<file path="config.mk">
export PLATFORM = sky130hd
export DESIGN_NAME = uart_tx
export DESIGN_NICKNAME = d
export VERILOG_FILES = /design/src/rtl/uart_tx.sv
export SDC_FILE = /design/constraint.sdc
export NUM_CORES = 1
export LEC_CHECK = 0
export CELL_PAD_IN_SITES_DETAIL_PLACEMENT = 0
export CELL_PAD_IN_SITES_GLOBAL_PLACEMENT = 1
export CORE_ASPECT_RATIO = 1.4
export CORE_UTILIZATION = 39
export CTS_CLUSTER_DIAMETER = 30
export DETAILED_ROUTE_END_ITERATION = 16
export PLACE_DENSITY_LB_ADDON = 0.15
export SLEW_MARGIN = 30
export SYNTH_ARGS = -nofsm -noshare
export SYNTH_HDL_FRONTEND = slang
export SYNTH_SLANG_ARGS = --single-unit
</file>
<file path="constraint.sdc">
create_clock -name i_uart_clk -period 1.9 [get_ports i_uart_clk]
set_clock_uncertainty 0.05 [all_clocks]
set_input_delay 0.475 -clock i_uart_clk [delete_from_list [all_inputs] [get_ports i_uart_clk]]
set_output_delay 0.475 -clock i_uart_clk [all_outputs]
set_load 0.02 [all_outputs]
</file>
<file path="src/rtl/uart_tx.sv">
// uart_tx - byte-to-serial UART transmitter (8N1, or 8E1 with parity).
//
// Sends one frame per accepted byte on the TX line, LSB first. A one-byte
// holding register accepts the next byte while the current frame shifts, so
// queued frames go out back-to-back with no idle gap.
//
// Optional feature macro: UART_TX_PARITY_EN
//   defined   - one even-parity bit between D7 and stop (11-bit frame)
//   undefined - plain 8N1 (10-bit frame)
//
// Parameters:
//   BAUD_MULT   clock cycles per bit (>= 2)
// Ports:
//   i_uart_clk  clock for the whole block
//   i_reset     synchronous active-high reset
//   i_tx_byte   byte to send, sampled on handshake
//   i_tx_valid  user offers i_tx_byte
//   o_tx_ready  block can accept a byte this cycle (handshake = valid && ready)
//   o_tx        registered serial line, idle high
//   o_tx_busy   a frame is on the line
module uart_tx #(
    parameter int BAUD_MULT = 139
) (
    input  logic       i_uart_clk,
    input  logic       i_reset,
    input  logic [7:0] i_tx_byte,
    input  logic       i_tx_valid,
    output logic       o_tx_ready,
    output logic       o_tx,
    output logic       o_tx_busy
);

    localparam int              CW       = $clog2(BAUD_MULT);
    localparam logic [CW-1:0]   CNT_LAST = CW'(BAUD_MULT - 1);

    localparam logic [2:0] S_IDLE   = 3'd0;
    localparam logic [2:0] S_START  = 3'd1;
    localparam logic [2:0] S_DATA   = 3'd2;
`ifdef UART_TX_PARITY_EN
    localparam logic [2:0] S_PARITY = 3'd3;
`endif
    localparam logic [2:0] S_STOP   = 3'd4;

    logic [2:0]    state_q, state_d;
    logic [7:0]    shift_q, shift_d;
    logic [7:0]    hold_q, hold_d;
    logic          hold_full_q, hold_full_d;
    logic [2:0]    bit_cnt_q, bit_cnt_d;
    logic [CW-1:0] cnt_q, cnt_d;
    logic          tx_q, tx_d;
`ifdef UART_TX_PARITY_EN
    // Shift register is destroyed while sending, so parity is captured at load.
    logic          par_q, par_d;
`endif

    logic hs;
    logic bit_end;

    always_comb begin
        state_d     = state_q;
        shift_d     = shift_q;
        hold_d      = hold_q;
        hold_full_d = hold_full_q;
        bit_cnt_d   = bit_cnt_q;
`ifdef UART_TX_PARITY_EN
        par_d       = par_q;
`endif
        hs      = i_tx_valid && !hold_full_q;
        bit_end = (cnt_q == CNT_LAST);
        cnt_d   = bit_end ? '0 : cnt_q + CW'(1);

        case (state_q)
            S_IDLE: begin
                cnt_d = '0;
                if (hs) begin
                    shift_d = i_tx_byte;
`ifdef UART_TX_PARITY_EN
                    par_d   = ^i_tx_byte;
`endif
                    state_d = S_START;
                end
            end
            S_START: begin
                if (bit_end) begin
                    state_d   = S_DATA;
                    bit_cnt_d = 3'd0;
                end
            end
            S_DATA: begin
                if (bit_end) begin
                    if (bit_cnt_q == 3'd7) begin
`ifdef UART_TX_PARITY_EN
                        state_d = S_PARITY;
`else
                        state_d = S_STOP;
`endif
                    end else begin
                        shift_d   = shift_q >> 1;
                        bit_cnt_d = bit_cnt_q + 3'd1;
                    end
                end
            end
`ifdef UART_TX_PARITY_EN
            S_PARITY: begin
                if (bit_end) state_d = S_STOP;
            end
`endif
            S_STOP: begin
                if (bit_end) begin
                    if (hold_full_q) begin
                        shift_d     = hold_q;
`ifdef UART_TX_PARITY_EN
                        par_d       = ^hold_q;
`endif
                        hold_full_d = 1'b0;
                        state_d     = S_START;
                    end else if (hs) begin
                        // Late handshake on the final stop cycle bypasses the hold.
                        shift_d = i_tx_byte;
`ifdef UART_TX_PARITY_EN
                        par_d   = ^i_tx_byte;
`endif
                        state_d = S_START;
                    end else begin
                        state_d = S_IDLE;
                    end
                end
            end
            default: state_d = S_IDLE;
        endcase

        // Mid-frame handshake parks the byte in the holding register.
        if (hs && (state_q != S_IDLE) && !((state_q == S_STOP) && bit_end)) begin
            hold_d      = i_tx_byte;
            hold_full_d = 1'b1;
        end

        // Line value is registered from the next state so it changes with it.
        case (state_d)
            S_START: tx_d = 1'b0;
            S_DATA:  tx_d = shift_d[0];
`ifdef UART_TX_PARITY_EN
            S_PARITY: tx_d = par_d;
`endif
            default: tx_d = 1'b1;
        endcase
    end

    always_ff @(posedge i_uart_clk) begin
        if (i_reset) begin
            state_q     <= S_IDLE;
            shift_q     <= '0;
            hold_q      <= '0;
            hold_full_q <= 1'b0;
            bit_cnt_q   <= '0;
            cnt_q       <= '0;
            tx_q        <= 1'b1;
`ifdef UART_TX_PARITY_EN
            par_q       <= 1'b0;
`endif
        end else begin
            state_q     <= state_d;
            shift_q     <= shift_d;
            hold_q      <= hold_d;
            hold_full_q <= hold_full_d;
            bit_cnt_q   <= bit_cnt_d;
            cnt_q       <= cnt_d;
            tx_q        <= tx_d;
`ifdef UART_TX_PARITY_EN
            par_q       <= par_d;
`endif
        end
    end

    assign o_tx       = tx_q;
    assign o_tx_busy  = (state_q != S_IDLE);
    assign o_tx_ready = !hold_full_q;

endmodule

</file>
# ---- Word-level counts from Yosys, hierarchy flattened
# Index checks and enable logic that the tools add are counted.
dict set report totals {
  in_bits 11
  output_inout_bits 3
  ff_bits 32
  wordCells 59
}
dict set report classes {
  n_eq_ne 11
  mux 22
  addsub 2
  n_reduce_logical 16
}
# op count
set ops {}
lappend ops {{$mux W8} 5}
lappend ops {{$mux W3} 8}
lappend ops {{$pmux W8 S3} 1}
lappend ops {{$pmux W3 S4} 1}
lappend ops {{$add A8 B1 Y8 const B} 1}
lappend ops {{$eq A8 B8 Y1 const B} 1}
lappend ops {{$ne A2 B2 Y1 const B} 4}
lappend ops {{$reduce_and A4 Y1} 2}
lappend ops {{$eq A3 B1 Y1 const B} 2}
lappend ops {{$eq A3 B2 Y1 const B} 2}
lappend ops {{$eq A3 B3 Y1 const B} 2}
lappend ops {{$pmux W3 S2} 1}
lappend ops {{$reduce_bool A2 Y1} 3}
lappend ops {{$reduce_bool A3 Y1} 2}
lappend ops {{$mux W1} 5}
lappend ops {{$logic_and A1 B1 Y1} 4}
lappend ops {{$add A3 B1 Y3 const B} 1}
lappend ops {{$logic_not A3 Y1} 1}
lappend ops {{$reduce_or A3 Y1} 1}
lappend ops {{$logic_not A1 Y1} 2}
lappend ops {{$pmux W1 S2} 1}
lappend ops {{$reduce_and A2 Y1} 1}

# ---- Depth between registers and ports, before layout
dict set report depth {
  word_depth 8
  ltp_mapped 9
  ltp_nobuf 7
}

# ---- Least setup slack after synthesis
# Ideal clock, no wire load.
dict set report synth_timing {
  path_type {register to register}
  from {register cnt_q[0]}
  to {register shift_q[3]}
  period_less_slack_ns 1.875
  path_stages_with_launch 10
  setup_time_ns 0.095
  required_ns 1.755
  n_path_buf 2
  slack_ns 0.025
  t_arrival_ns 1.730
  path_cell_list {dfxtp_1 -> inv_1 -> ha_1 -> nor4bb_1 -> buf_4 -> and2_1 -> buf_4 -> a31oi_2 -> nor2_1 -> a221oi_1}
}
dict set report synth_via {
  elab_chain_cells 3
  elab_cells_between_ends 4
  cone_classes {3 x eq/ne; 1 x reduce/logical}
}
# item line
set synth_rtl {}
lappend synth_rtl {{start: declaration} 49} ;# logic [CW-1:0] cnt_q, cnt_d;
lappend synth_rtl {{start signal: assignment} 167} ;# cnt_q <= cnt_d;
lappend synth_rtl {{$eq A8 B8 Y1 (*)} 69} ;# bit_end = (cnt_q == CNT_LAST);
lappend synth_rtl {{$ne A2 B2 Y1 (no line)} -}
lappend synth_rtl {{$reduce_and A4 Y1 (no line) (*)} -}
lappend synth_rtl {{end signal: assignment} 163} ;# shift_q <= shift_d;
lappend synth_rtl {{end: declaration} 45} ;# logic [7:0] shift_q, shift_d;
# Every way passes the cells marked *; elsewhere a longest branch is shown, timed or not.
# A chain may end at the register's enable or synchronous reset.

# ---- Final worst setup path
dict set report layout_timing {
  from {register bit_cnt_q[1]}
  to {register shift_q[3]}
}
dict set report layout_via {
  elab_chain_cells 3
}
# item line
set layout_rtl {}
lappend layout_rtl {{start: declaration} 48} ;# logic [2:0] bit_cnt_q, bit_cnt_d;
lappend layout_rtl {{start signal: assignment} 166} ;# bit_cnt_q <= bit_cnt_d;
lappend layout_rtl {{$eq A3 B3 Y1} 91} ;# if (bit_cnt_q == 3'd7) begin
lappend layout_rtl {{$ne A2 B2 Y1 (no line)} -}
lappend layout_rtl {{$reduce_and A4 Y1 (no line)} -}
# No other way between the ends.

==> key figures <==
Power
  – Peak supply drop: 0.353 mV
  – Power Dens Cells: 617 nW/um^2
  – Final Power: roughly 1.5 mW
  – Reg power frac: 47.8%
  – Psw: 0.403 mW
  – Int Pwr: 1.12 mW
  – Clk network pwr share: 35.9%
  – P_leak: 0.905 nW
  – Comb power frac: 16.3%
  – Net Sw Frac: approximately a quarter

Worst setup path
  – WS Path Type: reg -> reg
  – WP data required: 2.04 ns
  – Most used cell, CP: ha_4
  – Crit path capture type: flip-flop
  – Critical Path Fanout Max: 7
  – Startpoint Class: flip-flop
  – Critical Path AT: 2.02 ns
  – Max incr delay on CP: 0.34 ns
  – Cell family with most CP delay: simple AND/OR/NAND/NOR gates
  – Worst path buffer plus inverter count: 1
  – Critical-path top delay cell: dfxtp_2
  – Crit-path cells: ha_4 > ha_4 > nor4b_4 > buf_4 > and3_4 > o2bb2ai_4 > nor2_1 > a221oi_1

STA
  – Max Freq: 534 MHz
  – Hold Fails Final Rpt: 0
  – Setup violators final: 0
  – Tmin final: between 1.5 and 2 ns
  – Final period util: 98.6%
  – RSZ-0062 raised after global routing: yes
  – Worst slew pin tran: between 0.3 and 0.4 ns
  – Pins Over Slew Limit: 0
  – Max_slew headroom: 74.9%
  – Post-route setup slack: 0.0259 ns
  – Setup TNS Final: 0 ns

Synth
  – Post-synth EDFFs: 0
  – Multiplexer share of the synthesized area: under 10%
  – Mapped Avg Cell Area: 8.58 sq um
  – Synth warn: 0
  – Compound-gate portion of the synthesized area: 21.2%
  – Cell taking the most area after synthesis: dfxtp_1
  – Flip-flop and latch count after synthesis: 32
  – Distinct cells, synth: 48
  – Most numerous cell in the Yosys netlist: dfxtp_1
  – Post-synthesis simple-gate area fraction: 23.0%
  – Ys async rst share: 0%
  – XOR/XNOR share of the synthesized area: slightly above 3%
  – Top cells by area, synth: dfxtp_1, mux2i_1, nor2_1
  – Yosys top cell area share: 37.1%
  – Post-synthesis adder-cell area fraction: about 2.9%
  – Main combinational cell family by area after synthesis: simple AND/OR/NAND/NOR gates
  – Mapped Cells: 201
  – Seq/Total Area, Yosys: 37.1%
  – Netlist Area Pre-Place: 1730 sq um
  – Most used flip-flop cell after synthesis: dfxtp_1
  – Mapped Nets: 216
  – Post-synth top cells: dfxtp_1, nor2_1, inv_1

Cells and area
  – Final net count: 264
  – End-of-flow core utilization: between 50% and 60%
  – P&R area growth vs syn: 42.7%
  – Post-route insts no fill: 310
  – Fillcell total: approximately 390
  – Antenna diodes: 0
  – Footprint of the multi-input gates: 1160 sq um
  – Layout cells sized above 1: around 32%
  – Register area: 647 sq um

Route
  – Detail Route Antenna Nets: 0
  – Drt via density: between 5 and 6
  – DRT Wirelength: 4.48 mm
  – DRT Pass-1 Iters: 4
  – Drt initial violations: 61
  – Drt drc: 0
  – Vias: 1587
  – Wire per inst: between 10 and 15 microns

GRT
  – GR Overflow Total: 0
  – Total track usage: around a fifth
  – Global-route wire length before repair: 7.31 mm
  – Initial antenna violation count: 0
  – Vias in the first global route: 1562
  – Pin count of the biggest net entering global routing: 25

Placement
  – Routability cong.: 0.805
  – Dpl ws: -0.211 ns
  – Port Buf Inserts: 13
  – Post-DP HPWL: between 3 and 4 mm
  – Placed Cells: 294

Floorplanning
  – Chip width: 58.2 microns
  – Core Box Area: 4240 sq um
  – Die area: between 4000 and 5000 sq um
  – FP Rows: 28
  – I/O Pins: 14
  – Initial Util: 40.7%
  – Die height: between 80 and 90 microns

Run status
  – Status: complete, no violations

CTS
  – Latest clock arrival within the worst-skew pair: 0.29 ns
  – Worst-path clk slew: roughly 0.07 ns
  – Hold_buf cts: 0
  – CTS tree: yes
  – CTS Sinks: 32
  – Root Driver: clkbuf_8
  – Htree depth: 2
  – Maximum clock path buffer count: 2
  – Total CTS buffers: 5

Min path
  – Hold Crit Class: reg -> reg

Run
  – Max Cap Viol: 0
[layout make-up]
| cell class | instances | area share (%) |
|---|---|---|
| Sequential cell | 32 | 26.3 |
| Multi-Input combinational cell | 143 | 47.2 |
| Clock buffer | 8 | 3.66 |
| Timing Repair Buffer | 52 | 17.6 |
| Inverter | 15 | 2.29 |
| Tap cell | 60 | 3.05 |
[power groups by stage]
stage                     Combinational (mW)  Clock, mW  Sequential (mW)
after floorplan                        0.131          0            0.735
after global placement                 0.221          0            0.735
after detailed placement               0.226          0            0.737
after CTS                              0.233      0.558            0.724
after global routing                   0.272      0.589            0.730
final                                  0.248      0.545            0.726
[final timing paths]
kind                     end  cells after the start    startpoint  slack [ns]
setup / recovery  shift_q[3]                      8  bit_cnt_q[1]        0.03
hold / removal    shift_q[5]                      2    shift_q[5]        0.44
setup reg to reg  shift_q[3]                      8  bit_cnt_q[1]        0.03
hold reg to reg   shift_q[5]                      2    shift_q[5]        0.44
[layout by cell type (no fill, tap or decap), types with 3 or more instances in the layout]
cell type,count
buf_4,34
dfxtp_1,27
nor2_1,25
inv_1,14
o21ai_1,14
nand2_1,12
mux2i_1,11
clkdlybuf4s50_1,11
a21oi_1,9
nand3_1,8
clkbuf_8,6
xor2_1,5
dfxtp_2,5
buf_6,4
nor3_2,3
nand2b_1,3
o2bb2ai_2,3
nor3_1,3
a221oi_1,3
and3_1,3
[routing by layer]
layer / GRT usage, % / part of all wire [%]
met5: 0 / 0
met4: 9.29 / 1.8
met3: 5.15 / 2.8
met2: 35.5 / 53
met1: 24.8 / 42
[cell families (layout without fill, tap and decap cells)]
kind of cell / after synthesis / count (layout)
AOI/OAI and AO/OA: 48 / 48
adders and majority gates: 4 / 4
DFF: 32 / 32
muxes: 11 / 11
buffers and inverters: 26 / 75
xor gates and xnor gates: 6 / 6
and+or+nand+nor: 74 / 74
[what timing repair did]
item,CTS,global route
resized for setup,22,26
pin swaps,6,11
setup endpoints to repair,11,22
gates cloned,0,1
setup buffers,3,5
[metrics by stage]
stage / area, sq um / hold slack, ns
finish: 2460 / 0.435
global placement: 2110 / 0.410
CTS: 2300 / 0.436
global route: 2460 / 0.458
floorplan: 1730 / 0.394
detailed placement: 2110 / 0.420
[flip-flops by register name (all words and copies together), names as in the netlist]
signal       count
hold_full_q      1
shift_q          8
state_q          3
cnt_q            8
o_tx             1
hold_q           8
bit_cnt_q        3
[worst reg2reg max path, delay by kind of cell, from the launching register on]
family	cells	cell delay [ns]
AO/OA/AOI/OAI	2	0.41
flip-flops	1	0.34
AND/OR/NAND/NOR	3	0.53
adder cells (fa/ha/maj)	2	0.32
buffers and inverters	1	0.14
No activity file was read; power rests on OpenSTA's default activity.
